[src/rtl/core_uart_lite_if.sv]
// AXI4-Lite bus bundle between the core's IN/OUT master and core_uart_lite.
// Signal names follow the AXI channel names; the slave modport is the UART side.
interface core_uart_lite_if;
    logic [3:0]  ARADDR;
    logic        ARVALID;
    logic        ARREADY;
    logic [31:0] RDATA;
    logic [1:0]  RRESP;
    logic        RVALID;
    logic        RREADY;
    logic [3:0]  AWADDR;
    logic        AWVALID;
    logic        AWREADY;
    logic [31:0] WDATA;
    logic [3:0]  WSTRB;
    logic        WVALID;
    logic        WREADY;
    logic [1:0]  BRESP;
    logic        BVALID;
    logic        BREADY;

    modport master (
        output ARADDR, ARVALID, RREADY, AWADDR, AWVALID, WDATA, WSTRB, WVALID, BREADY,
        input  ARREADY, RDATA, RRESP, RVALID, AWREADY, WREADY, BRESP, BVALID
    );

    modport slave (
        input  ARADDR, ARVALID, RREADY, AWADDR, AWVALID, WDATA, WSTRB, WVALID, BREADY,
        output ARREADY, RDATA, RRESP, RVALID, AWREADY, WREADY, BRESP, BVALID
    );
endinterface

[src/rtl/core_uart_lite.sv]
// AXI4-Lite UART: RX/TX byte FIFOs plus 8N1 serializer/deserializer.
// Map: 0x0 RXFIFO (R), 0x4 TXFIFO (W), 0x8 STAT (R), 0xC CTRL (W).
// Optional build macro UART_LOOPBACK_EN: RX deserializer listens to the
// internal TX line instead of UART_RX.
// Reset RST_N is synchronous, active-low.

// Byte FIFO with wrap-bit pointers; clear beats any same-cycle push/pop.
module core_uart_lite_fifo #(
    parameter int DEPTH = 16
) (
    input  logic       CLK,
    input  logic       RST_N,
    input  logic       clr,
    input  logic       push,
    input  logic       pop,
    input  logic [7:0] din,
    output logic [7:0] dout,
    output logic       empty,
    output logic       full,
    output logic       push_ok
);
    localparam int AW = $clog2(DEPTH);

    logic [AW:0] wp, rp;
    logic [7:0]  mem [DEPTH];
    logic        pop_ok;

    assign empty   = (wp == rp);
    assign full    = (wp[AW] != rp[AW]) && (wp[AW-1:0] == rp[AW-1:0]);
    assign pop_ok  = pop && !empty;
    // A pop frees a slot in the same cycle, so a push into a full FIFO is
    // still accepted when it coincides with a pop.
    assign push_ok = push && (!full || pop_ok);
    assign dout    = mem[rp[AW-1:0]];

    // Pointer update; clear and reset both empty the FIFO.
    always_ff @(posedge CLK) begin
        if (!RST_N || clr) begin
            wp <= '0;
            rp <= '0;
        end else begin
            if (push_ok) wp <= wp + (AW+1)'(1);
            if (pop_ok)  rp <= rp + (AW+1)'(1);
        end
    end

    // Storage, no reset needed: contents are only visible through the pointers.
    always_ff @(posedge CLK) begin
        if (push_ok && RST_N && !clr) mem[wp[AW-1:0]] <= din;
    end
endmodule

module core_uart_lite #(
    parameter int CLKS_PER_BIT = 868,
    parameter int FIFO_DEPTH   = 16
) (
    input  logic             CLK,
    input  logic             RST_N,
    core_uart_lite_if.slave  bus,
    input  logic             UART_RX,
    output logic             UART_TX
);
    typedef enum logic [1:0] {S_IDLE, S_START, S_DATA, S_STOP} uart_st_e;

    typedef struct packed {
        logic [24:0] rsvd_hi;
        logic        frame_err;
        logic        overrun;
        logic        rsvd4;
        logic        tx_full;
        logic        tx_empty;
        logic        rx_full;
        logic        rx_valid;
    } stat_t;

    localparam int CW = $clog2(CLKS_PER_BIT);
    localparam logic [CW-1:0] BIT_END  = CW'(CLKS_PER_BIT - 1);
    localparam logic [CW-1:0] HALF_END = CW'(CLKS_PER_BIT / 2 - 1);

    // ---------------- FIFOs ----------------
    logic       rx_clr, rx_push, rx_pop, rx_empty, rx_full, rx_push_ok;
    logic       tx_clr, tx_push, tx_pop, tx_empty, tx_full, tx_push_ok;
    logic [7:0] rx_dout, tx_dout, rx_sh, tx_sh;
    logic [7:0] wdata_q;

    core_uart_lite_fifo #(.DEPTH(FIFO_DEPTH)) u_rx_fifo (
        .CLK(CLK), .RST_N(RST_N), .clr(rx_clr), .push(rx_push), .pop(rx_pop),
        .din(rx_sh), .dout(rx_dout), .empty(rx_empty), .full(rx_full), .push_ok(rx_push_ok)
    );

    core_uart_lite_fifo #(.DEPTH(FIFO_DEPTH)) u_tx_fifo (
        .CLK(CLK), .RST_N(RST_N), .clr(tx_clr), .push(tx_push), .pop(tx_pop),
        .din(wdata_q), .dout(tx_dout), .empty(tx_empty), .full(tx_full), .push_ok(tx_push_ok)
    );

    // ---------------- read channel ----------------
    logic        arready_q, rvalid_q, ar_hs, stat_rd;
    logic [31:0] rdata_q, rd_mux;
    logic        overrun_q, ferr_q;
    stat_t       stat;

    assign ar_hs   = arready_q && bus.ARVALID;
    assign stat_rd = ar_hs && (bus.ARADDR[3:2] == 2'd2);
    assign rx_pop  = ar_hs && (bus.ARADDR[3:2] == 2'd0) && !rx_empty;

    // Read data selection, sampled into RDATA at the AR handshake.
    always_comb begin
        stat           = '0;
        stat.rx_valid  = !rx_empty;
        stat.rx_full   = rx_full;
        stat.tx_empty  = tx_empty;
        stat.tx_full   = tx_full;
        stat.overrun   = overrun_q;
        stat.frame_err = ferr_q;
        rd_mux         = '0;
        case (bus.ARADDR[3:2])
            2'd0:    rd_mux = rx_empty ? 32'h0 : {24'h0, rx_dout};
            2'd2:    rd_mux = stat;
            default: rd_mux = '0;
        endcase
    end

    // One outstanding read: ARREADY only while no R beat is pending.
    always_ff @(posedge CLK) begin
        if (!RST_N) begin
            arready_q <= 1'b0;
            rvalid_q  <= 1'b0;
            rdata_q   <= '0;
        end else if (ar_hs) begin
            arready_q <= 1'b0;
            rvalid_q  <= 1'b1;
            rdata_q   <= rd_mux;
        end else if (rvalid_q) begin
            if (bus.RREADY) begin
                rvalid_q  <= 1'b0;
                arready_q <= 1'b1;
            end
        end else begin
            arready_q <= 1'b1;
        end
    end

    assign bus.ARREADY = arready_q;
    assign bus.RVALID  = rvalid_q;
    assign bus.RDATA   = rdata_q;
    assign bus.RRESP   = 2'b00;

    // ---------------- write channel ----------------
    logic       awready_q, wready_q, bvalid_q, aw_got, w_got, wstrb_q, wr_en, ctrl_wr;
    logic [1:0] waddr_q;

    assign wr_en   = aw_got && w_got && !bvalid_q;
    assign tx_push = wr_en && (waddr_q == 2'd1) && wstrb_q;
    assign ctrl_wr = wr_en && (waddr_q == 2'd3) && wstrb_q;
    assign tx_clr  = ctrl_wr && wdata_q[0];
    assign rx_clr  = ctrl_wr && wdata_q[1];

    // AW and W are latched independently; the register write fires the cycle
    // after both are held, and B completion reopens both channels.
    always_ff @(posedge CLK) begin
        if (!RST_N) begin
            awready_q <= 1'b0;
            wready_q  <= 1'b0;
            bvalid_q  <= 1'b0;
            aw_got    <= 1'b0;
            w_got     <= 1'b0;
            waddr_q   <= '0;
            wdata_q   <= '0;
            wstrb_q   <= 1'b0;
        end else if (bvalid_q) begin
            if (bus.BREADY) begin
                bvalid_q  <= 1'b0;
                aw_got    <= 1'b0;
                w_got     <= 1'b0;
                awready_q <= 1'b1;
                wready_q  <= 1'b1;
            end
        end else if (wr_en) begin
            bvalid_q <= 1'b1;
        end else begin
            if (awready_q && bus.AWVALID) begin
                aw_got    <= 1'b1;
                awready_q <= 1'b0;
                waddr_q   <= bus.AWADDR[3:2];
            end else if (!aw_got) begin
                awready_q <= 1'b1;
            end
            if (wready_q && bus.WVALID) begin
                w_got    <= 1'b1;
                wready_q <= 1'b0;
                wdata_q  <= bus.WDATA[7:0];
                wstrb_q  <= bus.WSTRB[0];
            end else if (!w_got) begin
                wready_q <= 1'b1;
            end
        end
    end

    assign bus.AWREADY = awready_q;
    assign bus.WREADY  = wready_q;
    assign bus.BVALID  = bvalid_q;
    assign bus.BRESP   = 2'b00;

    // ---------------- TX serializer ----------------
    uart_st_e      tx_st;
    logic [CW-1:0] tx_cnt;
    logic [2:0]    tx_bit;
    logic          tx_q, tx_go;

    // Load the next byte from IDLE, or straight out of the last STOP cycle so
    // consecutive bytes leave without an idle gap.
    assign tx_go  = !tx_empty && !tx_clr &&
                    ((tx_st == S_IDLE) || ((tx_st == S_STOP) && (tx_cnt == BIT_END)));
    assign tx_pop = tx_go;

    // 8N1 transmit FSM; each state lasts one bit time.
    always_ff @(posedge CLK) begin
        if (!RST_N) begin
            tx_st  <= S_IDLE;
            tx_cnt <= '0;
            tx_bit <= '0;
            tx_sh  <= '0;
            tx_q   <= 1'b1;
        end else begin
            case (tx_st)
                S_IDLE: begin
                    tx_q <= 1'b1;
                    if (tx_go) begin
                        tx_sh  <= tx_dout;
                        tx_q   <= 1'b0;
                        tx_cnt <= '0;
                        tx_st  <= S_START;
                    end
                end
                S_START: begin
                    if (tx_cnt == BIT_END) begin
                        tx_cnt <= '0;
                        tx_bit <= '0;
                        tx_q   <= tx_sh[0];
                        tx_st  <= S_DATA;
                    end else begin
                        tx_cnt <= tx_cnt + CW'(1);
                    end
                end
                S_DATA: begin
                    if (tx_cnt == BIT_END) begin
                        tx_cnt <= '0;
                        if (tx_bit == 3'd7) begin
                            tx_q  <= 1'b1;
                            tx_st <= S_STOP;
                        end else begin
                            tx_bit <= tx_bit + 3'd1;
                            tx_sh  <= {1'b0, tx_sh[7:1]};
                            tx_q   <= tx_sh[1];
                        end
                    end else begin
                        tx_cnt <= tx_cnt + CW'(1);
                    end
                end
                S_STOP: begin
                    if (tx_cnt == BIT_END) begin
                        tx_cnt <= '0;
                        if (tx_go) begin
                            tx_sh <= tx_dout;
                            tx_q  <= 1'b0;
                            tx_st <= S_START;
                        end else begin
                            tx_st <= S_IDLE;
                        end
                    end else begin
                        tx_cnt <= tx_cnt + CW'(1);
                    end
                end
                default: tx_st <= S_IDLE;
            endcase
        end
    end

    assign UART_TX = tx_q;

    // ---------------- RX deserializer ----------------
    logic          rx_in, rx_s, rx_bad;
    logic [1:0]    rx_sync;
    uart_st_e      rx_st;
    logic [CW-1:0] rx_cnt;
    logic [2:0]    rx_bit;

`ifdef UART_LOOPBACK_EN
    assign rx_in = tx_q;
`else
    assign rx_in = UART_RX;
`endif

    // Two-flop synchronizer; resets to the idle (high) line level.
    always_ff @(posedge CLK) begin
        if (!RST_N) rx_sync <= 2'b11;
        else        rx_sync <= {rx_sync[0], rx_in};
    end
    assign rx_s = rx_sync[1];

    assign rx_push = (rx_st == S_STOP) && (rx_cnt == BIT_END) && rx_s;
    assign rx_bad  = (rx_st == S_STOP) && (rx_cnt == BIT_END) && !rx_s;

    // 8N1 receive FSM: half-bit start check, then mid-bit samples.
    always_ff @(posedge CLK) begin
        if (!RST_N) begin
            rx_st  <= S_IDLE;
            rx_cnt <= '0;
            rx_bit <= '0;
            rx_sh  <= '0;
        end else begin
            case (rx_st)
                S_IDLE: begin
                    if (!rx_s) begin
                        rx_cnt <= '0;
                        rx_st  <= S_START;
                    end
                end
                S_START: begin
                    if (rx_cnt == HALF_END) begin
                        rx_cnt <= '0;
                        rx_bit <= '0;
                        rx_st  <= rx_s ? S_IDLE : S_DATA;
                    end else begin
                        rx_cnt <= rx_cnt + CW'(1);
                    end
                end
                S_DATA: begin
                    if (rx_cnt == BIT_END) begin
                        rx_cnt <= '0;
                        rx_sh  <= {rx_s, rx_sh[7:1]};
                        if (rx_bit == 3'd7) rx_st  <= S_STOP;
                        else                rx_bit <= rx_bit + 3'd1;
                    end else begin
                        rx_cnt <= rx_cnt + CW'(1);
                    end
                end
                S_STOP: begin
                    if (rx_cnt == BIT_END) begin
                        rx_cnt <= '0;
                        rx_st  <= S_IDLE;
                    end else begin
                        rx_cnt <= rx_cnt + CW'(1);
                    end
                end
                default: rx_st <= S_IDLE;
            endcase
        end
    end

    // Sticky error flags; a new event wins over a same-cycle STAT read clear.
    always_ff @(posedge CLK) begin
        if (!RST_N) begin
            overrun_q <= 1'b0;
            ferr_q    <= 1'b0;
        end else begin
            overrun_q <= (rx_push && !rx_push_ok && !rx_clr) || (overrun_q && !stat_rd);
            ferr_q    <= rx_bad || (ferr_q && !stat_rd);
        end
    end

    logic unused_bits;
    assign unused_bits = ^{bus.ARADDR[1:0], bus.AWADDR[1:0], bus.WDATA[31:8], bus.WSTRB[3:1]};
endmodule
[src/flat_wrapper.sv]
// flat-port wrapper written by rule: the top's interface ports become plain ports
module core_uart_lite_flat 
#(
    parameter int CLKS_PER_BIT = 868,
    parameter int FIFO_DEPTH   = 16
)
  (CLK, RST_N, UART_RX, UART_TX, bus_ARADDR, bus_ARVALID, bus_RREADY, bus_AWADDR, bus_AWVALID, bus_WDATA, bus_WSTRB, bus_WVALID, bus_BREADY, bus_ARREADY, bus_RDATA, bus_RRESP, bus_RVALID, bus_AWREADY, bus_WREADY, bus_BRESP, bus_BVALID);
  core_uart_lite_if bus_i ();
  input  logic CLK;
  input  logic RST_N;
  input  logic UART_RX;
  output logic UART_TX;
  input wire logic [$bits(bus_i.ARADDR)-1:0] bus_ARADDR;
  input wire logic [$bits(bus_i.ARVALID)-1:0] bus_ARVALID;
  input wire logic [$bits(bus_i.RREADY)-1:0] bus_RREADY;
  input wire logic [$bits(bus_i.AWADDR)-1:0] bus_AWADDR;
  input wire logic [$bits(bus_i.AWVALID)-1:0] bus_AWVALID;
  input wire logic [$bits(bus_i.WDATA)-1:0] bus_WDATA;
  input wire logic [$bits(bus_i.WSTRB)-1:0] bus_WSTRB;
  input wire logic [$bits(bus_i.WVALID)-1:0] bus_WVALID;
  input wire logic [$bits(bus_i.BREADY)-1:0] bus_BREADY;
  output wire logic [$bits(bus_i.ARREADY)-1:0] bus_ARREADY;
  output wire logic [$bits(bus_i.RDATA)-1:0] bus_RDATA;
  output wire logic [$bits(bus_i.RRESP)-1:0] bus_RRESP;
  output wire logic [$bits(bus_i.RVALID)-1:0] bus_RVALID;
  output wire logic [$bits(bus_i.AWREADY)-1:0] bus_AWREADY;
  output wire logic [$bits(bus_i.WREADY)-1:0] bus_WREADY;
  output wire logic [$bits(bus_i.BRESP)-1:0] bus_BRESP;
  output wire logic [$bits(bus_i.BVALID)-1:0] bus_BVALID;
  assign bus_i.ARADDR = bus_ARADDR;
  assign bus_i.ARVALID = bus_ARVALID;
  assign bus_i.RREADY = bus_RREADY;
  assign bus_i.AWADDR = bus_AWADDR;
  assign bus_i.AWVALID = bus_AWVALID;
  assign bus_i.WDATA = bus_WDATA;
  assign bus_i.WSTRB = bus_WSTRB;
  assign bus_i.WVALID = bus_WVALID;
  assign bus_i.BREADY = bus_BREADY;
  assign bus_ARREADY = bus_i.ARREADY;
  assign bus_RDATA = bus_i.RDATA;
  assign bus_RRESP = bus_i.RRESP;
  assign bus_RVALID = bus_i.RVALID;
  assign bus_AWREADY = bus_i.AWREADY;
  assign bus_WREADY = bus_i.WREADY;
  assign bus_BRESP = bus_i.BRESP;
  assign bus_BVALID = bus_i.BVALID;
  core_uart_lite #(.CLKS_PER_BIT(CLKS_PER_BIT), .FIFO_DEPTH(FIFO_DEPTH)) u_core (.CLK(CLK), .RST_N(RST_N), .bus(bus_i), .UART_RX(UART_RX), .UART_TX(UART_TX));
endmodule
[config.mk]
export PLATFORM = sky130hd
export DESIGN_NAME = core_uart_lite_flat
export DESIGN_NICKNAME = d
export VERILOG_FILES = /design/src/rtl/core_uart_lite_if.sv /design/src/rtl/core_uart_lite.sv /design/src/flat_wrapper.sv
export SDC_FILE = /design/constraint.sdc
export NUM_CORES = 1
export LEC_CHECK = 0
export BUFFER_PORTS_ARGS = -buffer_cell sky130_fd_sc_hd__buf_2
export CORE_AREA = 2 2 213 215
export CTS_BUF_LIST = sky130_fd_sc_hd__clkbuf_16
export DETAILED_ROUTE_END_ITERATION = 6
export DIE_AREA = 0 0 215 217
export GPL_TIMING_DRIVEN = 0
export HOLD_SLACK_MARGIN = 0.08
export PLACE_DENSITY = 0.54
export RECOVER_POWER = 50
export SYNTH_ARGS = -nofsm -noshare
export SYNTH_HDL_FRONTEND = slang
export SYNTH_HIERARCHICAL = 1
export SYNTH_SLANG_ARGS = --single-unit
[constraint.sdc]
create_clock -name CLK -period 4.1 [get_ports CLK]
set_input_delay 0.615 -clock CLK [delete_from_list [all_inputs] [get_ports CLK]]
set_output_delay 0.615 -clock CLK [all_outputs]
set_load 0.02 [all_outputs]
======== Word level (Yosys, flattened, before mapping) ========
Memories as Yosys holds them, arrays and structs flattened. A register that Yosys moved wholly into a read port is not among the register bits.
Index checks and enable logic that the tools add are counted.
storage, ports and cells
  register bits after elaboration ......... 121
  bits in writable memories ............... 256
  input port bits ......................... 52
  output and inout port bits .............. 42
  logic and storage cells ................. 229
  memories ................................ 2
operators by class
  add/subtract/negate cells ............... 8
  equality and inequality tests ........... 38
  muxes and demuxes ....................... 75
  bitwise gates (word level) .............. 3
  reduce and logical (&&, ||, !) cells .... 76
memories
  memory                depth  width  read ports  clocked after memory_dff  wr ports  line                  RTL
  u_core.u_rx_fifo.mem  16     8      1           1                         1         core_uart_lite.sv:25  logic [7:0] mem [DEPTH];
  u_core.u_tx_fifo.mem  16     8      1           1                         1         core_uart_lite.sv:25
operator list
  kind                     count
  $pmux W32 S2             1
  $mux W10                 5
  $mux W8                  5
  $mux W1                  35
  $logic_and A1 B1 Y1      34
  $pmux W10 S3             1
  $pmux W8 S3              1
  $mux W2                  11
  $add A10 B1 Y10 const B  2
  $add A5 B1 Y5 const B    4
  $eq A10 B10 Y1 const B   2
  $pmux W10 S2             1
  $mux W3                  6
  $ne A2 B2 Y1 const B     9
  $reduce_and A3 Y1        6
  $mux W4                  4
  $pmux W2 S4              2
  $reduce_and A4 Y1        4
  $ne A2 B1 Y1 const B     7
  $eq A2 B2 Y1 const B     6
  $pmux W3 S2              2
  $logic_not A1 Y1         11
  $eq A10 B9 Y1 const B    1
  $eq A5 B5 Y1             2
  other kinds (16)         38

======== Longest topological paths before layout ========
  depth in word-level cells ............... 15
  mapped depth ............................ 11
  mapped depth without buffers ............ 9

======== Modules after synthesis ========
Netlist, hierarchy kept.
modules (own cells, without submodules)
  module               instances  cells each  area an instance (um^2)
  core_uart_lite_fifo  2          270         5730.5
  core_uart_lite       1          448         3866.2

======== Worst setup path before layout ========
Ideal clock, no wire load.
  path kind ............................... register -> register
  from .................................... register u_core.u_rx_fifo.wp[3]
  to ...................................... memory u_core.u_rx_fifo.mem[3][0] (enable)
  setup time .............................. 383 ps
  arrival ................................. 2815 ps
  required time ........................... 3717 ps
  path slack .............................. 902 ps
  stages on the path, launching flop included .. 8
  cells stage by stage .................... dfxtp_1 > buf_6 > xnor2_2 > nand4_2 > nor2_1 > nor4_1 > o311ai_2 > nor3_1
between the ends
  word-level cells in the longest chain between the ends .. 10
  elaborated cells on any way between the ends .. 13
ends and longest elaborated chain
  what                               line                   RTL
  start: declaration                 core_uart_lite.sv:24   logic [AW:0] wp, rp;
  start signal: assignment           core_uart_lite.sv:42   if (push_ok) wp <= wp + (AW+1)'(1);
  $eq A5 B5 Y1                       core_uart_lite.sv:28   assign empty = (wp == rp);
  net u_core.rx_empty                core_uart_lite.sv:81   logic rx_clr, rx_push, rx_pop, rx_empty, rx_full, rx_push_ok;
  $logic_not A1 Y1                   core_uart_lite.sv:104  assign rx_pop = ar_hs && (bus.ARADDR[3:2] == 2'd0) && !rx_empty;
  $logic_and A1 B1 Y1                core_uart_lite.sv:104
  net u_core.rx_pop                  core_uart_lite.sv:81
  $logic_and A1 B1 Y1                core_uart_lite.sv:30   assign pop_ok = pop && !empty;
  $logic_or A1 B1 Y1                 core_uart_lite.sv:33   assign push_ok = push && (!full || pop_ok);
  $logic_and A1 B1 Y1                core_uart_lite.sv:33
  $logic_and A1 B1 Y1 (2 in series)  core_uart_lite.sv:49   if (push_ok && RST_N && !clr) mem[wp[AW-1:0]] <= din;
  $mux W1                            core_uart_lite.sv:49
  $mux W1 (implied by the code)      core_uart_lite.sv:49
  end: declaration                   core_uart_lite.sv:25
The timed path passes the listed nets, and every way through them passes these cells.

======== Worst setup path after layout ========
  from .................................... register u_core.rx_cnt[0]
  to ...................................... memory u_core.u_rx_fifo.mem[11][3] (enable)
between the ends
  word-level cells in the longest chain between the ends .. 8
ends and longest elaborated chain
  what                               line                   RTL
  start: declaration                 core_uart_lite.sv:285  logic [CW-1:0] rx_cnt;
  start signal: assignment           core_uart_lite.sv:325  rx_cnt <= rx_cnt + CW'(1);
  start signal: assignment           core_uart_lite.sv:335  rx_cnt <= rx_cnt + CW'(1);
  start signal: assignment           core_uart_lite.sv:343  rx_cnt <= rx_cnt + CW'(1);
  $eq A10 B10 Y1                     core_uart_lite.sv:301  assign rx_push = (rx_st == S_STOP) && (rx_cnt == BIT_END) && rx_s;
  $logic_and A1 B1 Y1 (2 in series)  core_uart_lite.sv:301
  net u_core.rx_push                 core_uart_lite.sv:81
  $logic_and A1 B1 Y1                core_uart_lite.sv:33
  $logic_and A1 B1 Y1 (2 in series)  core_uart_lite.sv:49
  $mux W1                            core_uart_lite.sv:49
  $mux W1 (implied by the code)      core_uart_lite.sv:49
The timed path passes the listed nets, and every way through them passes these cells.

==> flow_summary_export.csv <==
group,metric,value,unit
critical_path,reg2reg_slack,550,ps
sta,maxSlewViolCount,0,
critical_path,critPathSlowestCell,"nor3_1",
floorplanning,fp-row-count,78,
critical_path,cp_max_fo,8,
min_path,hp-class,"input port to register",
synthesis,avgSynthCellArea,15.5,um2
pwr,p_per_area,438,mW/mm2
final_layout,final_util,39.3,%
sta,skew,24.9,ps
placement,gp_congestion,0.788,
global_routing,grt_antenna_before_repair,0,
final_layout,instances_no_fill,1718,
run,cap_violations,0,
drt,drt_iter0_drc,710,
status,status,"completed",
global_routing,grt-ovfl-total,0,
clocking,cts-root-buf,"clkbuf_16",
pwr,ir_drop,0.000278,V
global_routing,grt_max_degree,19,
final_layout,fin_area,0.0176,mm2
clocking,clkTransAtPathRegs,60,ps
synthesis,synth-edff-count,256,
synthesis,synth_area,0.0153,mm2
final_layout,area_growth,14.7,%
clocking,ctsHoldBuffers,0,
clocking,clock_sinks,361,
floorplanning,die_w,215,um
clocking,h-tree-depth,2,
critical_path,cp_slowest_stage_delay,1080,ps
synthesis,synthesis.instances,988,
drt,via_count,8517,
final_layout,drive_gt1_share,16.0,%
critical_path,cp-end-kind,"register",
sta,worstMarginPinSlew,1350,ps
sta,fin_crit,3550,ps
floorplanning,initial_core_util,34.3,%
floorplanning,die_y,217,um
sta,hold_violations,0,
critical_path,rr_startpoint,"u_core/rx_cnt[0]",
final_layout,antenna_cells,0,
placement,placed_cell_area,0.0164,mm2
critical_path,cp.required,4220,ps
floorplanning,dieArea,0.0467,mm2
clocking,cts_max_path_buffers,3,
sta,max_freq,281,MHz
critical_path,cp.arrival,3680,ps
min_path,holdPathEnd,"u_core/rx_sync[0]",
critical_path,r2r.worst_path.cells,7,
synthesis,ys_types,75,
placement,dp_hpwl,21700,um
min_path,min_path_cells,2,
global_routing,grt_pass1_wl,49400,um
drt,wirelength,32000,um
clocking,cts_setup_buffers,0,
placement,placed_cells,1650,
sta,relSlewSlack,9.24,%
clocking,clkLatencyLatePin,530,ps
critical_path,worstSetupPathType,"register to register",
drt,postRouteAntennaNets,0,
drt,viasPerCell,4.96,
critical_path,start_kind,"register",
clocking,numCtsBuffers,39,
drt,first_pass_iters,6,
synthesis,ys_warn_count,6,
synthesis,synth_seq_cells,361,
sta,setup-tns-final,0,ps
drt,drc,0,
final_layout,nets,1166,
global_routing,grt_util_all_layers,13.7,%
synthesis,synthArstFlopShare,0,%
floorplanning,core,0.0447,mm2
critical_path,r2r_end,"u_core/u_rx_fifo/mem[11][3]",
placement,port_buffers,34,
sta,finalCritPeriodShare,86.7,%
synthesis,ys_seq_area_share,63.9,%
min_path,min_from,"UART_RX",
drt,wl_per_cell,18.6,um
global_routing,grt_pass1_vias,8347,
floorplanning,ios,94,
clocking,cts_resized,0,
sta,rsz0062_at_grt,"false",
synthesis,synth-main-ff-cell,"edfxtp_1",
sta,setup_viol_count_final,0,
pwr,leakage,0.00607,uW
critical_path,cp_cell_sequence,"ha_1, nor4bb_1, and3_1, nand3_1, nor2_1, o311ai_2, nor3_1",
clocking,cts_tree,"done",
==> metrics by stage <==
stage | setup WS [ps] | total power [uW] | hold slack [ps]
floorplan | 902 | 4290 | 386
global placement | -248 | 4390 | 394
detailed placement | 563 | 4390 | 392
CTS | 531 | 7800 | 247
global route | 211 | 7990 | 265
finish | 546 | 7700 | 271
==> report_power, final <==
part / internal [uW] / switching, uW
Sequential: 3910 / 46.2
Combinational: 131 / 227
Clock: 1990 / 1410
Total: 6030 / 1680
==> cell usage in the layout (no fill, tap or decap), drive strengths merged, types with 21 or more instances in the layout <==
master,count
edfxtp,256
dfxtp,105
mux4,80
clkbuf,78
nor2,76
buf,75
nand2,49
and3,39
a21oi,32
conb,28
inv,24
ha,23
mux2i,21
==> kinds of logic after synthesis <==
group           Yosys count  synth area share, %
buf+inv                  95                 3.88
mux                     102                 14.4
fa+ha+maj                23                 1.88
compound gates          120                 5.60
other cells               1               0.0245
simple gates            262                 8.88
flops                   361                 63.9
xor+xnor                 24                 1.47
==> worst max-delay path, delay by kind of cell, from the launching register on <==
family | cells | cell delay, ps
adder cells (fa/ha/maj) | 1 | 240
AND/OR/NAND/NOR | 5 | 2190
flip-flops | 1 | 420
AO/OA/AOI/OAI | 1 | 280
==> flip-flops by register name, indices dropped and copies added (netlist names), 3 cells and up, named ones only <==
register,count
u_core/u_rx_fifo/rp,5
u_core/wdata_q,8
u_core/u_rx_fifo/wp,5
u_core/rx_cnt,10
u_core/tx_cnt,10
u_core/u_tx_fifo/mem,128
u_core/bus.RDATA,8
u_core/tx_sh,8
u_core/rx_bit,3
u_core/u_rx_fifo/mem,128
u_core/u_tx_fifo/rp,5
u_core/tx_bit,3
u_core/u_tx_fifo/wp,5
u_core/rx_sh,8
==> synth_stat cells, types with 21 or more instances <==
cell type / instances / area share, %
nand2_1: 49 / 1.2
mux4_2: 32 / 4.7
dfxtp_1: 105 / 14
clkbuf_1: 22 / 0.54
nor2_1: 75 / 1.8
buf_4: 29 / 1.4
mux4_1: 48 / 8.2
ha_1: 23 / 1.9
edfxtp_1: 256 / 50
mux2i_1: 21 / 1.4
a21oi_1: 32 / 1.0
and3_1: 39 / 1.6
==> cell type report <==
| type | count | area, um2 |
|---|---|---|
| clock buffer | 39 | 976 |
| clock inverter | 29 | 251 |
| inverter | 16 | 60.1 |
| multi-input combinational | 559 | 5060 |
| tap | 600 | 751 |
| timing repair buffer | 35 | 159 |
| fill | 4191 | 27100 |
| sequential | 361 | 9790 |
| buffer | 79 | 533 |
==> routing by layer <==
layer	part of all wire (%)	vias to the layer above	wire [um]	track usage [%]
li1	-	4024	-	-
met1	47	4268	14900	18.9
met2	47	181	15000	22.4
met3	4.6	44	1460	2.43
met4	1.9	0	608	3.63
met5	0	-	0	0
==> how the worst max path moves through the flow <==
stage	from	end	slack (ps)	cells after the start
2_1_floorplan	u_core/u_rx_fifo/wp[3]	u_core/u_rx_fifo/mem[3][0]	900	7
3_3_place_gp	u_core/u_rx_fifo/wp[0]	u_core/u_rx_fifo/mem[11][1]	-250	6
3_5_place_dp	u_core/rx_cnt[0]	u_core/u_rx_fifo/mem[3][3]	560	7
4_1_cts	u_core/rx_cnt[0]	u_core/u_rx_fifo/mem[3][4]	530	7
5_1_grt	u_core/rx_cnt[0]	u_core/u_rx_fifo/mem[11][3]	210	7
6_report	u_core/rx_cnt[0]	u_core/u_rx_fifo/mem[11][3]	550	7
(Power assumes the default switching activity.)
